**src/rtl/button_bit_sampler.sv**
```systemverilog
// Button-driven serial bit entry. Two raw switch inputs are synchronised and
// debounced. Each debounced button press captures the debounced data level
// into bitOut, shifts it into a 4-bit history and bumps a capture counter.
// CNT_W must satisfy 2**CNT_W > DEBOUNCE_CYCLES.
module button_bit_sampler #(
  parameter int DEBOUNCE_CYCLES = 1250000,
  parameter int CNT_W           = 21
) (
  input  logic       CLOCK,
  input  logic       Rst,
  input  logic       dataSw,
  input  logic       shiftBtn,
  output logic       bitOut,
  output logic       bitValid,
  output logic [3:0] history,
  output logic [7:0] bitCount
);

  typedef enum logic [1:0] {
    WAIT_PRESS   = 2'b00,
    CAPTURE      = 2'b01,
    WAIT_RELEASE = 2'b10
  } state_e;

  // A mismatch is accepted on the cycle the count would reach DEBOUNCE_CYCLES,
  // i.e. when the current count already equals DEBOUNCE_CYCLES-1.
  localparam logic [CNT_W-1:0] CNT_LAST = CNT_W'(DEBOUNCE_CYCLES - 1);
  localparam logic [CNT_W-1:0] CNT_ONE  = CNT_W'(1);

  logic             data_meta_q, data_sync_q;
  logic             btn_meta_q, btn_sync_q;
  logic             data_stable_q, data_stable_d;
  logic             btn_stable_q, btn_stable_d;
  logic [CNT_W-1:0] data_cnt_q, data_cnt_d;
  logic [CNT_W-1:0] btn_cnt_q, btn_cnt_d;
  state_e           state_q;
  logic             bit_out_q;
  logic [3:0]       history_q;
  logic [7:0]       bit_count_q;

  // Two-flop synchronisers for both raw inputs.
  // NOTE: reset here is synchronous (sampled on the clock edge), so Rst itself
  // must already be synchronous to CLOCK; no async reset path exists.
  always_ff @(posedge CLOCK) begin
    // NOTE: sequential state uses non-blocking assignments so every flop
    // samples pre-edge values regardless of statement order.
    if (Rst) begin
      data_meta_q <= 1'b0;
      data_sync_q <= 1'b0;
      btn_meta_q  <= 1'b0;
      btn_sync_q  <= 1'b0;
    end else begin
      data_meta_q <= dataSw;
      data_sync_q <= data_meta_q;
      btn_meta_q  <= shiftBtn;
      btn_sync_q  <= btn_meta_q;
    end
  end

  // Data debouncer next state: count consecutive mismatches, accept at the limit.
  always_comb begin
    // NOTE: every output of this block gets a default first, so no path can
    // leave it unassigned and infer a latch.
    data_stable_d = data_stable_q;
    data_cnt_d    = '0;
    if (data_sync_q != data_stable_q) begin
      if (data_cnt_q == CNT_LAST) begin
        data_stable_d = data_sync_q;
      end else begin
        data_cnt_d = data_cnt_q + CNT_ONE;
      end
    end
  end

  // Button debouncer next state: same rule as the data debouncer.
  always_comb begin
    btn_stable_d = btn_stable_q;
    btn_cnt_d    = '0;
    if (btn_sync_q != btn_stable_q) begin
      if (btn_cnt_q == CNT_LAST) begin
        btn_stable_d = btn_sync_q;
      end else begin
        btn_cnt_d = btn_cnt_q + CNT_ONE;
      end
    end
  end

  // Debouncer state registers.
  always_ff @(posedge CLOCK) begin
    if (Rst) begin
      data_stable_q <= 1'b0;
      data_cnt_q    <= '0;
      btn_stable_q  <= 1'b0;
      btn_cnt_q     <= '0;
    end else begin
      data_stable_q <= data_stable_d;
      data_cnt_q    <= data_cnt_d;
      btn_stable_q  <= btn_stable_d;
      btn_cnt_q     <= btn_cnt_d;
    end
  end

  // Capture FSM with registered bit, history and count; one capture per press.
  always_ff @(posedge CLOCK) begin
    if (Rst) begin
      state_q     <= WAIT_PRESS;
      bit_out_q   <= 1'b0;
      history_q   <= 4'h0;
      bit_count_q <= 8'h00;
    end else begin
      case (state_q)
        WAIT_PRESS: begin
          if (btn_stable_q) state_q <= CAPTURE;
        end
        CAPTURE: begin
          state_q     <= WAIT_RELEASE;
          bit_out_q   <= data_stable_q;
          history_q   <= {history_q[2:0], data_stable_q};
          bit_count_q <= bit_count_q + 8'd1;
        end
        WAIT_RELEASE: begin
          if (!btn_stable_q) state_q <= WAIT_PRESS;
        end
        default: state_q <= WAIT_PRESS;
      endcase
    end
  end

  // The capture strobe is decoded straight from the state so it coincides
  // with the CAPTURE cycle.
  assign bitValid = (state_q == CAPTURE);
  assign bitOut   = bit_out_q;
  assign history  = history_q;
  assign bitCount = bit_count_q;

endmodule

```
**config.mk**
```make
export PLATFORM = sky130hd
export DESIGN_NAME = button_bit_sampler
export DESIGN_NICKNAME = d
export VERILOG_FILES = /design/src/rtl/button_bit_sampler.sv
export SDC_FILE = /design/constraint.sdc
export NUM_CORES = 1
export LEC_CHECK = 0
export ABC_AREA = 1
export ABC_CLOCK_PERIOD_IN_PS = 2100
export CORE_MARGIN = 1
export CORE_UTILIZATION = 60
export CTS_CLUSTER_SIZE = 20
export DETAILED_ROUTE_END_ITERATION = 7
export PLACE_DENSITY = 0.82
export SKIP_LAST_GASP = 1
export SLEW_MARGIN = 10
export SYNTH_ARGS = -nofsm -noshare
export SYNTH_HDL_FRONTEND = slang
export SYNTH_SLANG_ARGS = --single-unit
```
**constraint.sdc**
```tcl
create_clock -name CLOCK -period 2.1 [get_ports CLOCK]
set_input_delay 0.63 -clock CLOCK [delete_from_list [all_inputs] [get_ports CLOCK]]
set_output_delay 0.63 -clock CLOCK [all_outputs]
set_load 0.05 [all_outputs]
```
==> reports/qor.csv <==
stage;metric;value;unit
clocking;hold_buffers;0;
global_routing;grt_pass1_vias;2436;
drt;drtPass1Iterations;5;
global_routing;antenna_found_initial;0;
cells_and_area;syn_to_final_growth;12.70;%
drt;drc;0;
sta;final-setup-viol-count;0;
synth;muxShareOfSynthArea;0;
global_routing;grt_pass1_wl;10340;um
floorplanning;die-area;5377;sq um
worst_setup_path;cp-end-kind;output port;
sta;relSlewSlack;0.6788;
clocking;post_cts_buffers;0;
synth;yosysMostFrequentCell;nand2_1;
drt;via_count;2782;
flow_run;maxCapViolCount;0;
clocking;cts_root_buf;clkbuf_8;
drt;drt-total-wl;6049;um
synth;synth_nets;457;
clocking;numCtsBuffers;9;
synth;netlist_area;3053;sq um
global_routing;grt_busiest_layer;met2;
sta;tns;0;ns
cells_and_area;n_antenna_cell;0;
sta;clock-skew-final;0.004848;ns
global_routing;grt_max_degree;22;
clocking;cts_htree_levels;3;
floorplanning;die_h;73.33;um
synth;syn_avg_cell_area;6.784;sq um
synth;netlist_top_cells_count;nand2_1 (113), nor2_1 (105), dfxtp_1 (62);
clocking;cts.repair.resized;1;
global_routing;use_met1;0.3169;
synth;synth-simple-area-share;0.4020;
synth;postSynthCellCount;450;
worst_setup_path;crit_fanout;10;
synth;ys_types;31;
hold_path;hold_path_class;flip-flop to flip-flop;
sta;maxSlewViolCount;0;
synth;yosysTopAreaCellShare;0.4066;
synth;yosys.area_share.adder;0.01230;
power;p_leak;1.137;nW
synth;synthXorXnorAreaFrac;0.04877;
outcome;status;complete, no violations;
worst_setup_path;arrival;1.22;ns
cells_and_area;nets;483;
global_routing;grtUsageTotal;0.2507;
worst_setup_path;cp.required;1.47;ns
clocking;clk_latency;0.33;ns
clocking;cts_tree;built;
floorplanning;start_util;0.6338;
synth;synth_edf_count;0;
sta;fmax;0.5403;GHz
clocking;clockBufferDepth;2;
cells_and_area;fillCellCount;422;
drt;ant_nets;0;
floorplanning;ios;18;
synth;synth_top_family_by_area;simple AND/OR/NAND/NOR gates;
cells_and_area;final_layout_size_suffix_gt1_frac;0.1060;
sta;tightest_slew;0.4837;ns
drt;avgRoutedWirePerCell;11.04;um
floorplanning;rows;25;
place;hpwl;4386;um
synth;synth_area_leader_cell;dfxtp_1;
drt;vias_per_cell;5.077;
floorplanning;chipWidth;73.33;um
sta;fin_crit;1.851;ns
worst_setup_path;crit_path_start_kind;flip-flop;
synth;ys_ff_latch;62;
clocking;cts.sinks;62;
synth;synthArstFlopShare;0;
global_routing;overflow;0;
sta;fin_crit_sh;0.8813;
synth;synth.area.top_cells;dfxtp_1 (41%), nand2_1 (14%), nor2_1 (13%);
sta;hold_viol;0;
power;power_per_cell_area;642.0;nW/um^2
place;port_buffers;17;
cells_and_area;post-route-util;0.7143;
synth;ys.flop_type;dfxtp_1;
place;gp_congestion;0.8926;
global_routing;met2_usage;0.4095;
sta;rsz0062_at_grt;no;
clocking;clkTransAtPathRegs;0.06;ns
floorplanning;core;4817;sq um
worst_setup_path;criticalPathCategory;flip-flop to output port;
power;peakVddDrop;439.6;uV
synth;synth-seq-area-share;0.4066;
synth;synth_compound_area_frac;0.05779;
global_routing;grt_use_met3;0.06584;
drt;drt_iter0_drc;161;
synth;synth_warnings;0;
cell type report:
type / instances / area [sq um] / share of cell area
clock buffer: 12 / 135.1 / 0.03927
clock inverter: 4 / 47.55 / 0.01382
inverter: 45 / 168.9 / 0.04909
multi-input combinational: 336 / 1590 / 0.4622
sequential: 62 / 1241 / 0.3607
tap: 67 / 83.83 / 0.02436
timing repair buffer: 22 / 173.9 / 0.05055
registers in the layout, summed over array words and instances, names as in the netlist:
register,flops
data_stable_q,1
history,4
data_meta_q,1
data_sync_q,1
data_cnt_q,21
btn_meta_q,1
bitCount,8
state_q,2
btn_sync_q,1
btn_stable_q,1
btn_cnt_q,21
where the power goes:
part / switching, mW / internal, mW / total, mW / leakage (nW)
clock network: 0.447 / 0.546 / 0.993 / 0.0904
registers: 0.00331 / 1.18 / 1.18 / 0.500
logic: 0.0192 / 0.0136 / 0.0328 / 0.546
cell families (layout without fill, tap and decap cells):
family / count (synthesis) / after routing
flops: 62 / 62
compound gates: 35 / 35
fa+ha+maj: 3 / 3
xor+xnor: 17 / 17
simple gates: 281 / 281
buf+inv: 52 / 83
layout by cell type (no fill, tap or decap):
cell / instances
inv_1: 42
nor3_4: 1
or2_2: 2
nand2_2: 5
bufinv_16: 1
clkinv_2: 2
nand2_1: 113
nor3_1: 4
clkinvlp_4: 1
dfxtp_1: 62
nor2_4: 1
a31oi_1: 1
clkbuf_1: 3
buf_4: 18
nand3_2: 2
clkbuf_8: 9
clkdlybuf4s50_1: 3
nand3_1: 25
dlygate4sd2_1: 1
and3_1: 1
ha_1: 3
nor2_2: 4
inv_2: 2
xnor2_1: 10
or2_0: 3
nand4_1: 8
nor4_1: 1
nor3_2: 1
nor2_1: 105
a21oi_1: 26
nand3b_1: 2
and2_1: 1
xor2_1: 7
clkinv_1: 1
nand3_4: 2
o21ai_0: 8
metal layers:
layer | wire length [um] | up-vias
met1 | 2721 | 1239
met5 | 0 | -
li1 | - | 1461
met2 | 2936 | 74
met4 | 64 | 0
met3 | 326 | 8
worst paths after layout:
check | from | slack, ns | cells after the start | to
setup / recovery | state_q[1] | 0.25 | 4 | bitValid
hold / removal | data_meta_q | 0.41 | 2 | data_sync_q
setup reg to reg | data_cnt_q[0] | 0.48 | 6 | data_cnt_q[15]
hold reg to reg | data_meta_q | 0.41 | 2 | data_sync_q
stage by stage:
stage          hold slack [ns]  setup WS, ns  power [mW]  cell area [sq um]  cells
3_3_place_gp            0.3922        0.2977       1.243               3259    532
3_5_place_dp            0.3951        0.2599       1.243               3259    532
5_1_grt                 0.4254        0.1559       2.291               3441    548
2_1_floorplan           0.3883        0.5225       1.232               3053    450
6_report                0.4071        0.2492       2.209               3441    548
4_1_cts                 0.4042        0.2335       2.228               3441    548
worst max-delay path, stage by stage (launching register included):
cell and delay, ns:
dfxtp_1 0.35, inv_1 0.06, nand2_2 0.16, clkinv_1 0.12, buf_4 0.20
No activity file was read; power rests on OpenSTA's default activity.
